$ cat src/rtl/eth_tx_arb.sv
// eth_tx_arb: two-source, frame-granular arbiter in front of the Ethernet TX
// frame path. The grant is held for a whole frame. The header is registered
// and the payload passes straight through. Frames longer than MAX_PAYLOAD are
// cut short: the cut beat is flagged as an error and the rest of the frame is
// discarded.
//
// state   | meaning
// --------+------------------------------------------------------------
// IDLE    | no owner; arbitrate among header requests
// HDR     | registered header presented downstream, waiting for hdr_ready
// PAYLOAD | payload of the granted source passes through, beats counted
// DRAIN   | frame was truncated; swallow input beats up to tlast
module eth_tx_arb #(
    parameter int ARB_MODE    = 0,
    parameter int MAX_PAYLOAD = 1500,
    parameter int CNT_W       = 16
) (
    input  logic        clk,
    input  logic        rst,
    input  logic        s0_eth_hdr_valid,
    output logic        s0_eth_hdr_ready,
    input  logic [47:0] s0_eth_dest_mac,
    input  logic [47:0] s0_eth_src_mac,
    input  logic [15:0] s0_eth_type,
    input  logic [7:0]  s0_eth_payload_axis_tdata,
    input  logic        s0_eth_payload_axis_tvalid,
    output logic        s0_eth_payload_axis_tready,
    input  logic        s0_eth_payload_axis_tlast,
    input  logic        s0_eth_payload_axis_tuser,
    input  logic        s1_eth_hdr_valid,
    output logic        s1_eth_hdr_ready,
    input  logic [47:0] s1_eth_dest_mac,
    input  logic [47:0] s1_eth_src_mac,
    input  logic [15:0] s1_eth_type,
    input  logic [7:0]  s1_eth_payload_axis_tdata,
    input  logic        s1_eth_payload_axis_tvalid,
    output logic        s1_eth_payload_axis_tready,
    input  logic        s1_eth_payload_axis_tlast,
    input  logic        s1_eth_payload_axis_tuser,
    output logic        m_eth_hdr_valid,
    input  logic        m_eth_hdr_ready,
    output logic [47:0] m_eth_dest_mac,
    output logic [47:0] m_eth_src_mac,
    output logic [15:0] m_eth_type,
    output logic [7:0]  m_eth_payload_axis_tdata,
    output logic        m_eth_payload_axis_tvalid,
    input  logic        m_eth_payload_axis_tready,
    output logic        m_eth_payload_axis_tlast,
    output logic        m_eth_payload_axis_tuser,
    output logic        grant,
    output logic        busy,
    output logic        trunc_pulse
);

    typedef enum logic [1:0] {IDLE, HDR, PAYLOAD, DRAIN} state_t;

    // Counter value seen while the MAX_PAYLOAD-th beat is on the bus.
    localparam int unsigned    LIMIT_M1 = (MAX_PAYLOAD > 0) ? MAX_PAYLOAD - 1 : 0;
    localparam logic [CNT_W-1:0] LIMIT  = CNT_W'(LIMIT_M1);
    localparam bit             TRUNC_EN = (MAX_PAYLOAD != 0);

    state_t           state;
    state_t           state_nxt;
    logic             grant_r;
    logic             last_grant;
    logic [47:0]      dest_r;
    logic [47:0]      src_r;
    logic [15:0]      type_r;
    logic [CNT_W-1:0] cnt;

    logic       any_req;
    logic       win;
    logic [7:0] in_tdata;
    logic       in_tvalid;
    logic       in_tlast;
    logic       in_tuser;
    logic       trunc_beat;
    logic       pay_xfer;
    logic       src_tready;

    assign any_req = s0_eth_hdr_valid | s1_eth_hdr_valid;

    // Round-robin only matters when both request; otherwise the sole requester
    // wins, and fixed priority always favours port 0.
    assign win = (ARB_MODE == 0 && s0_eth_hdr_valid && s1_eth_hdr_valid) ?
                 ~last_grant : ~s0_eth_hdr_valid;

    assign in_tdata  = grant_r ? s1_eth_payload_axis_tdata  : s0_eth_payload_axis_tdata;
    assign in_tvalid = grant_r ? s1_eth_payload_axis_tvalid : s0_eth_payload_axis_tvalid;
    assign in_tlast  = grant_r ? s1_eth_payload_axis_tlast  : s0_eth_payload_axis_tlast;
    assign in_tuser  = grant_r ? s1_eth_payload_axis_tuser  : s0_eth_payload_axis_tuser;

    // A beat that lands on the limit but already ends the frame is not a cut.
    assign trunc_beat = TRUNC_EN && (cnt == LIMIT) && !in_tlast;
    assign pay_xfer   = (state == PAYLOAD) && in_tvalid && m_eth_payload_axis_tready;

    assign m_eth_dest_mac = dest_r;
    assign m_eth_src_mac  = src_r;
    assign m_eth_type     = type_r;
    assign grant          = grant_r;
    assign busy           = (state != IDLE);

    // Next-state decode and all handshake/stream outputs.
    always_comb begin
        state_nxt                 = state;
        s0_eth_hdr_ready          = 1'b0;
        s1_eth_hdr_ready          = 1'b0;
        m_eth_hdr_valid           = 1'b0;
        m_eth_payload_axis_tdata  = 8'h00;
        m_eth_payload_axis_tvalid = 1'b0;
        m_eth_payload_axis_tlast  = 1'b0;
        m_eth_payload_axis_tuser  = 1'b0;
        trunc_pulse               = 1'b0;
        src_tready                = 1'b0;
        case (state)
            IDLE: begin
                // Held off during reset so no source sees a phantom accept.
                if (any_req && !rst) begin
                    s0_eth_hdr_ready = ~win;
                    s1_eth_hdr_ready = win;
                    state_nxt        = HDR;
                end
            end
            HDR: begin
                m_eth_hdr_valid = 1'b1;
                if (m_eth_hdr_ready) begin
                    state_nxt = PAYLOAD;
                end
            end
            PAYLOAD: begin
                m_eth_payload_axis_tdata  = in_tdata;
                m_eth_payload_axis_tvalid = in_tvalid;
                m_eth_payload_axis_tlast  = in_tlast | trunc_beat;
                m_eth_payload_axis_tuser  = in_tuser | trunc_beat;
                src_tready                = m_eth_payload_axis_tready;
                if (pay_xfer) begin
                    if (trunc_beat) begin
                        trunc_pulse = 1'b1;
                        state_nxt   = DRAIN;
                    end else if (in_tlast) begin
                        state_nxt = IDLE;
                    end
                end
            end
            DRAIN: begin
                src_tready = 1'b1;
                if (in_tvalid && in_tlast) begin
                    state_nxt = IDLE;
                end
            end
            default: state_nxt = IDLE;
        endcase
        s0_eth_payload_axis_tready = src_tready & ~grant_r;
        s1_eth_payload_axis_tready = src_tready & grant_r;
    end

    // State, grant bookkeeping, header capture and saturating beat counter.
    always_ff @(posedge clk) begin
        if (rst) begin
            state      <= IDLE;
            grant_r    <= 1'b0;
            last_grant <= 1'b1;
            dest_r     <= 48'h0;
            src_r      <= 48'h0;
            type_r     <= 16'h0;
            cnt        <= '0;
        end else begin
            state <= state_nxt;
            if (state == IDLE && any_req) begin
                grant_r <= win;
                dest_r  <= win ? s1_eth_dest_mac : s0_eth_dest_mac;
                src_r   <= win ? s1_eth_src_mac  : s0_eth_src_mac;
                type_r  <= win ? s1_eth_type     : s0_eth_type;
            end
            if (state == HDR && m_eth_hdr_ready) begin
                cnt <= '0;
            end else if (pay_xfer && !(&cnt)) begin
                cnt <= cnt + CNT_W'(1);
            end
            if (state != IDLE && state_nxt == IDLE) begin
                last_grant <= grant_r;
            end
        end
    end

endmodule

$ cat config.mk
export PLATFORM = sky130hd
export DESIGN_NAME = eth_tx_arb
export DESIGN_NICKNAME = d
export VERILOG_FILES = /design/src/rtl/eth_tx_arb.sv
export SDC_FILE = /design/constraint.sdc
export NUM_CORES = 1
export LEC_CHECK = 0
export BUFFER_PORTS_ARGS = -buffer_cell sky130_fd_sc_hd__buf_2
export CAP_MARGIN = 20
export CORE_AREA = 2 2 148 150
export DETAILED_ROUTE_END_ITERATION = 10
export DIE_AREA = 0 0 150 152
export PLACE_DENSITY_LB_ADDON = 0.2
export SYNTH_ARGS = -nofsm -noshare
export SYNTH_HDL_FRONTEND = slang
export SYNTH_SLANG_ARGS = --single-unit
$ cat constraint.sdc
create_clock -name clk -period 2.2 [get_ports clk]
set_clock_uncertainty 0.15 [all_clocks]
set_input_delay 0.22 -clock clk [delete_from_list [all_inputs] [get_ports clk]]
set_output_delay 0.22 -clock clk [all_outputs]
set_load 0.02 [all_outputs]
==> results_dict.tcl, run 1 <==
set metrics [dict create \
    wl_met2_um 11600 \
    setup_viol 3 \
    start_util 0.275 \
    min_from "m_eth_hdr_ready" \
    yosysMostFrequentCell "dfxtp_1" \
    critPathLaunch "cnt[3]" \
    stdcell_count 1471 \
    floorplan.core_area_um2 21400 \
    outcome "finished, violations left" \
    grt_overflow_total 0 \
    fin_ws_ns -0.260 \
    rr_startpoint "last_grant" \
    synthXorXnorAreaFrac 0 \
    synthAdderAreaFrac 0.00213 \
    routed_wirelength_um 23800 \
    synth_edf_count 0 \
    p_leak_nw 5.32 \
    crit_chain "or4bb_4, or4_4, nor2_1, buf_4" \
    rsz0062_at_grt "yes" \
    rows 54 \
    path_buf_inv 1 \
    numCtsBuffers 17 \
    dr.max_layer_used "met4" \
    synth-simple-area-share 0.0895 \
    grt_pass1_vias 7254 \
    final-hold-violation-count 0 \
    crit_path_start_kind "flop" \
    slew_headroom 0.496 \
    drtPass1Iterations 4 \
    synthMuxAreaShare 0.217 \
    netlist_area_um2 5870 \
    synth_nets 805 \
    clk_pin_slew_ns 0.06 \
    wl_met1_um 9740 \
    worst_pin_slew_ns 0.755 \
    dpl.cell_count 1195 \
    crit_fanout 2 \
    critPathKind "flop to output port" \
    htreeDepth 4 \
    drc 0 \
    power_mw 7.58 \
    fmax_mhz 406 \
    viasPerCell 4.74 \
    synth-compound-area-share 0.206 \
    arrival_ns 2.09 \
    drive_gt1_frac 0.406 \
    port_buffers 382 \
    dp_hpwl_um 15300 \
    synthTopCellsByArea "dfxtp_1 45%, mux2i_1 21%, o2bb2ai_1 17%" \
    dieArea_um2 22800 \
    die_x_um 150 \
    synth.distinct_cells 43 \
    syn_to_final_growth_pct 93.0 \
    vias 6974 \
    cts_num_sinks 132 \
    yosysTopAreaCell "dfxtp_1" \
    yosys_warnings 0 \
    period_needed_ns 2.46 \
    final_nets 1430 \
    ant_nets 0 \
    io_pins 383 \
    grt_use_total 0.202 \
    clk_path_buf_depth 2 \
    grt_max_degree 67 \
    synth_top_area_frac 0.450 \
    ir_drop_mv 0.463 \
    syn-mean-instance-area_um2 10.6 \
    synth_common_cells "132 x dfxtp_1, 125 x mux2i_1, 112 x o2bb2ai_1, 38 x clkbuf_1, 19 x nor2_1" \
    gp_congestion 0.821 \
    power_density_nw_per_um2 669 \
    routed-wl-met3_um 1600 \
    nFillCells 1928 \
    synth_top_family_by_area "multiplexers" \
    wl_per_cell_um 16.2 \
    synth_ff_type "dfxtp_1" \
    path_delay_family "simple AND/OR/NAND/NOR gates" \
    maxCapViolCount 0 \
    yosysSeqAreaShare 0.450 \
    grt_pass1_wl_um 36500 \
    synth_cells 552 \
    critPathMaxStageDelay_ns 0.53 \
    async_reset_ff_frac 0 \
    crit_slowest_cell "or4bb_4" \
    setup.worst_path.end_class "output port" \
    cts_tree "yes" \
    grt_antenna_before_repair 2 \
    finalMaxSlewViolations 0 \
    cts_root_buf "clkbuf_16" \
    drtIter0Drc 281 \
    ys_seq_elements 132 \
    clk_latency_ns 0.41 \
    worstPathRequired_ns 1.83 \
    die_h_um 152 \
    fin_crit_sh 1.12 \
    violations "negative setup slack" \
    holdCritPathClass "primary input to flop" \
]
## report_power, final
group / switching (mW) / internal (mW)
clock network: 1.15 / 1.68
logic: 0.999 / 0.978
registers: 0.130 / 2.64
## worst reg2reg max path, stage by stage (launching register included)
cell           delay [ns]
dfxtp_1              0.33
o21ai_4              0.23
buf_6                0.39
mux2i_1              0.25
dlygate4sd3_1        0.57
o2bb2ai_1            0.07
## cells in the final DEF (no fill, tap or decap), types with 8 or more instances in the layout
cell and count:
buf_2 378, a21oi_1 11, nand3_1 8, dlygate4sd3_1 226
dfxtp_1 126, buf_4 40, o2bb2ai_1 112, nor2_1 17
mux2i_1 125, clkbuf_16 19, nand2_1 14
## metal layers
layer	global-route usage	vias to the layer above
met5	0	-
met4	0.0894	0
met3	0.0700	58
met2	0.340	275
met1	0.228	3242
li1	-	3399
## logic make-up after synthesis
| family | count (synthesis) |
|---|---|
| buf+inv | 51 |
| compound gates | 148 |
| fa+ha+maj | 1 |
| flops | 132 |
| mux | 127 |
| simple gates | 93 |
## path summary, 6_finish.rpt
path	depth (start not counted)	slack [ns]	end
worst max-delay path	4	-0.26	trunc_pulse
worst min-delay path	3	0.06	state[0]
worst max register to register	5	0.10	m_eth_dest_mac[7]
worst min register to register	1	0.30	m_eth_src_mac[47]
## sequential cells by signal, summed over array words and instances, names as in the netlist
signal,count
cnt,16
grant,1
last_grant,1
m_eth_dest_mac,48
m_eth_src_mac,48
m_eth_type,16
state,2
## area by class of cell
class                      count  area [um2]  area share
antenna                        2        5.00    0.000442
clock buffer                  18         429      0.0379
clock inverter                13         149      0.0131
inverter                       5        18.8     0.00166
multi-input combinational    369        3120       0.275
sequential                   132        2650       0.234
tap                          280         350      0.0309
timing repair buffer         652        4610       0.407
## through the flow
step / setup TNS, ns / worst slack (ns) / instance area, um2 / hold WS [ns] / util
floorplan: 0 / 0.00185 / 5880 / 0.260 / -
global placement: -0.0840 / -0.0840 / 8230 / 0.290 / 0.386
detailed placement: -0.0286 / -0.0286 / 8230 / 0.291 / 0.386
CTS: -0.849 / -0.288 / 11200 / 0.0390 / 0.525
global route: -0.963 / -0.334 / 11300 / 0.0365 / 0.531
finish: -0.742 / -0.260 / 11300 / 0.0585 / 0.531
## repair_timing
action	CTS	global route
hold buffers	226	0
gates cloned	0	2
pin swaps	4	2
endpoints found under the hold margin	113	0
setup endpoints to repair	5	45
setup buffers	7	8
resized for setup	22	7
(Power assumes the default switching activity.)
==> run 2, diff against run 1 <==
--- a/config.mk
+++ b/config.mk
@@ -7,7 +7,7 @@
 export LEC_CHECK = 0
 export BUFFER_PORTS_ARGS = -buffer_cell sky130_fd_sc_hd__buf_2
 export CAP_MARGIN = 20
-export CORE_AREA = 2 2 148 150
+export CORE_AREA = 4 4 146 148
 export DETAILED_ROUTE_END_ITERATION = 10
 export DIE_AREA = 0 0 150 152
 export PLACE_DENSITY_LB_ADDON = 0.2
==> run 2 against run 1 <==
The run still ends with negative setup slack left. First-iteration DRC count shrank 22%. Die area is the same. Routed wire length grew 7.5%. Core utilization grew 3.6 points. Clock power grew 8.1%. Critical path depth grew 1. Highest routed layer is now met5.
==> results_dict.tcl, run 2 (synthesis gave the netlist of run 1 again) <==
set metrics [dict create \
    outcome "finished, violations left" \
    violations "negative setup slack" \
    switchingPower_mw 2.27 \
    power_frac_comb 0.254 \
    viasPerCell 4.75 \
    drive_gt1_frac 0.400 \
    grt_use_total 0.209 \
    wl_per_cell_um 17.6 \
    grt_max_degree 72 \
    rows 52 \
    clk_pin_slew_ns 0.06 \
    power_mw 7.82 \
    ant_nets 0 \
    rsz0062_at_grt "yes" \
    die_h_um 152 \
    p_leak_nw 5.32 \
    fmax_mhz 404 \
    worstHoldEndpoint "state[1]" \
    maxCapViolCount 0 \
    grt_pass1_wl_um 38200 \
    setup.worst_path.end_class "output port" \
    routed_wirelength_um 25600 \
    fin_ws_ns -0.274 \
    setup_viol 3 \
    crit_path_start_kind "flop" \
    critPathMaxStageDelay_ns 0.54 \
    numCtsBuffers 17 \
    power_density_nw_per_um2 689 \
    worstPathRequired_ns 1.83 \
    start_util 0.293 \
    drc 0 \
    cts_root_buf "clkbuf_16" \
    dp_hpwl_um 16300 \
    clkPwrFrac 0.393 \
    dieArea_um2 22800 \
    slew_headroom 0.636 \
    drtPass1Iterations 4 \
    port_buffers 382 \
    io_pins 383 \
    fin_crit_sh 1.12 \
    clk_latency_ns 0.40 \
    final_cell_mix "378 x buf_2, 224 x dlygate4sd3_1, 128 x dfxtp_1" \
    path_buf_inv 1 \
    vias 6906 \
    gp_congestion 0.802 \
    grt_pass1_vias 7343 \
    finalMaxSlewViolations 0 \
    holdCritPathClass "primary input to flop" \
    crit_fanout 3 \
    grt_overflow_total 0 \
    r2r_end "m_eth_dest_mac[19]" \
    die_x_um 150 \
    worst_pin_slew_ns 0.540 \
    final_nets 1421 \
    setup_tns_ns -0.698 \
    swShare 0.290 \
    reg2reg_depth 7 \
    crit_chain "ha_4, or3b_4, or4_4, a21oi_2, buf_4" \
    internal-power_mw 5.55 \
    layout_commonest_cell "buf_2" \
    min_from "m_eth_hdr_ready" \
    final-hold-violation-count 0 \
    path_delay_family "simple AND/OR/NAND/NOR gates" \
    arrival_ns 2.10 \
    clk_path_buf_depth 2 \
    rr_startpoint "last_grant" \
    cts_num_sinks 132 \
    ir_drop_mv 0.477 \
    syn_to_final_growth_pct 93.4 \
    whs_ns 0.0282 \
    seq_power_share 0.354 \
    period_needed_ns 2.47 \
    cts_tree "yes" \
    final_util 0.566 \
    grt_antenna_before_repair 4 \
    crit_slowest_cell "or4_4" \
    holdPathStages 3 \
    htreeDepth 4 \
    critPathKind "flop to output port" \
    critPathLaunch "cnt[1]" \
    floorplan.core_area_um2 20000 \
    drtIter0Drc 218 \
    reg2reg_slack_ns 0.07 \
]
-- run 2: routing by layer --
layer,global-route usage,vias up,routed length [um]
met5,0,-,20
met2,0.370,258,13200
li1,-,3379,-
met1,0.236,3217,10200
met4,0.0697,4,612
met3,0.0682,48,1600
-- run 2: worst max path at each step --
| stage | cells past startpoint | endpoint |
|---|---|---|
| floorplan | 4 | m_eth_payload_axis_tlast |
| global placement | 5 | m_eth_payload_axis_tlast |
| detailed placement | 5 | m_eth_payload_axis_tlast |
| CTS | 5 | m_eth_payload_axis_tlast |
| global route | 5 | m_eth_payload_axis_tlast |
| finish | 5 | m_eth_payload_axis_tlast |
-- run 2: power by group through the flow --
stage	registers (mW)	logic, mW	clock network, mW
6_report	2.77	1.98	3.07
5_1_grt	2.80	2.12	3.27
4_1_cts	2.76	1.92	3.15
3_5_place_dp	2.80	1.54	0
3_3_place_gp	2.81	1.54	0
2_1_floorplan	3.10	0.561	0
-- run 2: cell type report --
cell class,count,area (um2)
multi-input combinational,369,3110
sequential,132,2650
timing repair buffer,643,4600
clock inverter,13,195
tap,270,338
antenna,2,5.00
fill,1757,8690
inverter,5,18.8
clock buffer,19,443
-- run 2: through the flow --
stage          setup WS [ns]  instances  cell area (um2)
2_1_floorplan        0.00185        552             5880
3_3_place_gp          0.0751       1181             8220
3_5_place_dp          0.0415       1181             8220
4_1_cts               -0.303       1439            11200
5_1_grt               -0.330       1453            11400
6_report              -0.274       1453            11400
-- run 2: repair_timing --
action / 4_1_cts / 5_1_grt
setup endpoints to repair: 5 / 34
cloned: 0 / 4
resized for setup: 17 / 8
setup buffers: 2 / 8
hold endpoints to repair: 114 / 0
pin swaps: 3 / 4
hold buffers: 224 / 0
-- run 2: worst min-delay path: stages --
cell and delay (ns):
buf_2 0.12, a21oi_1 0.07, nor3_1 0.13
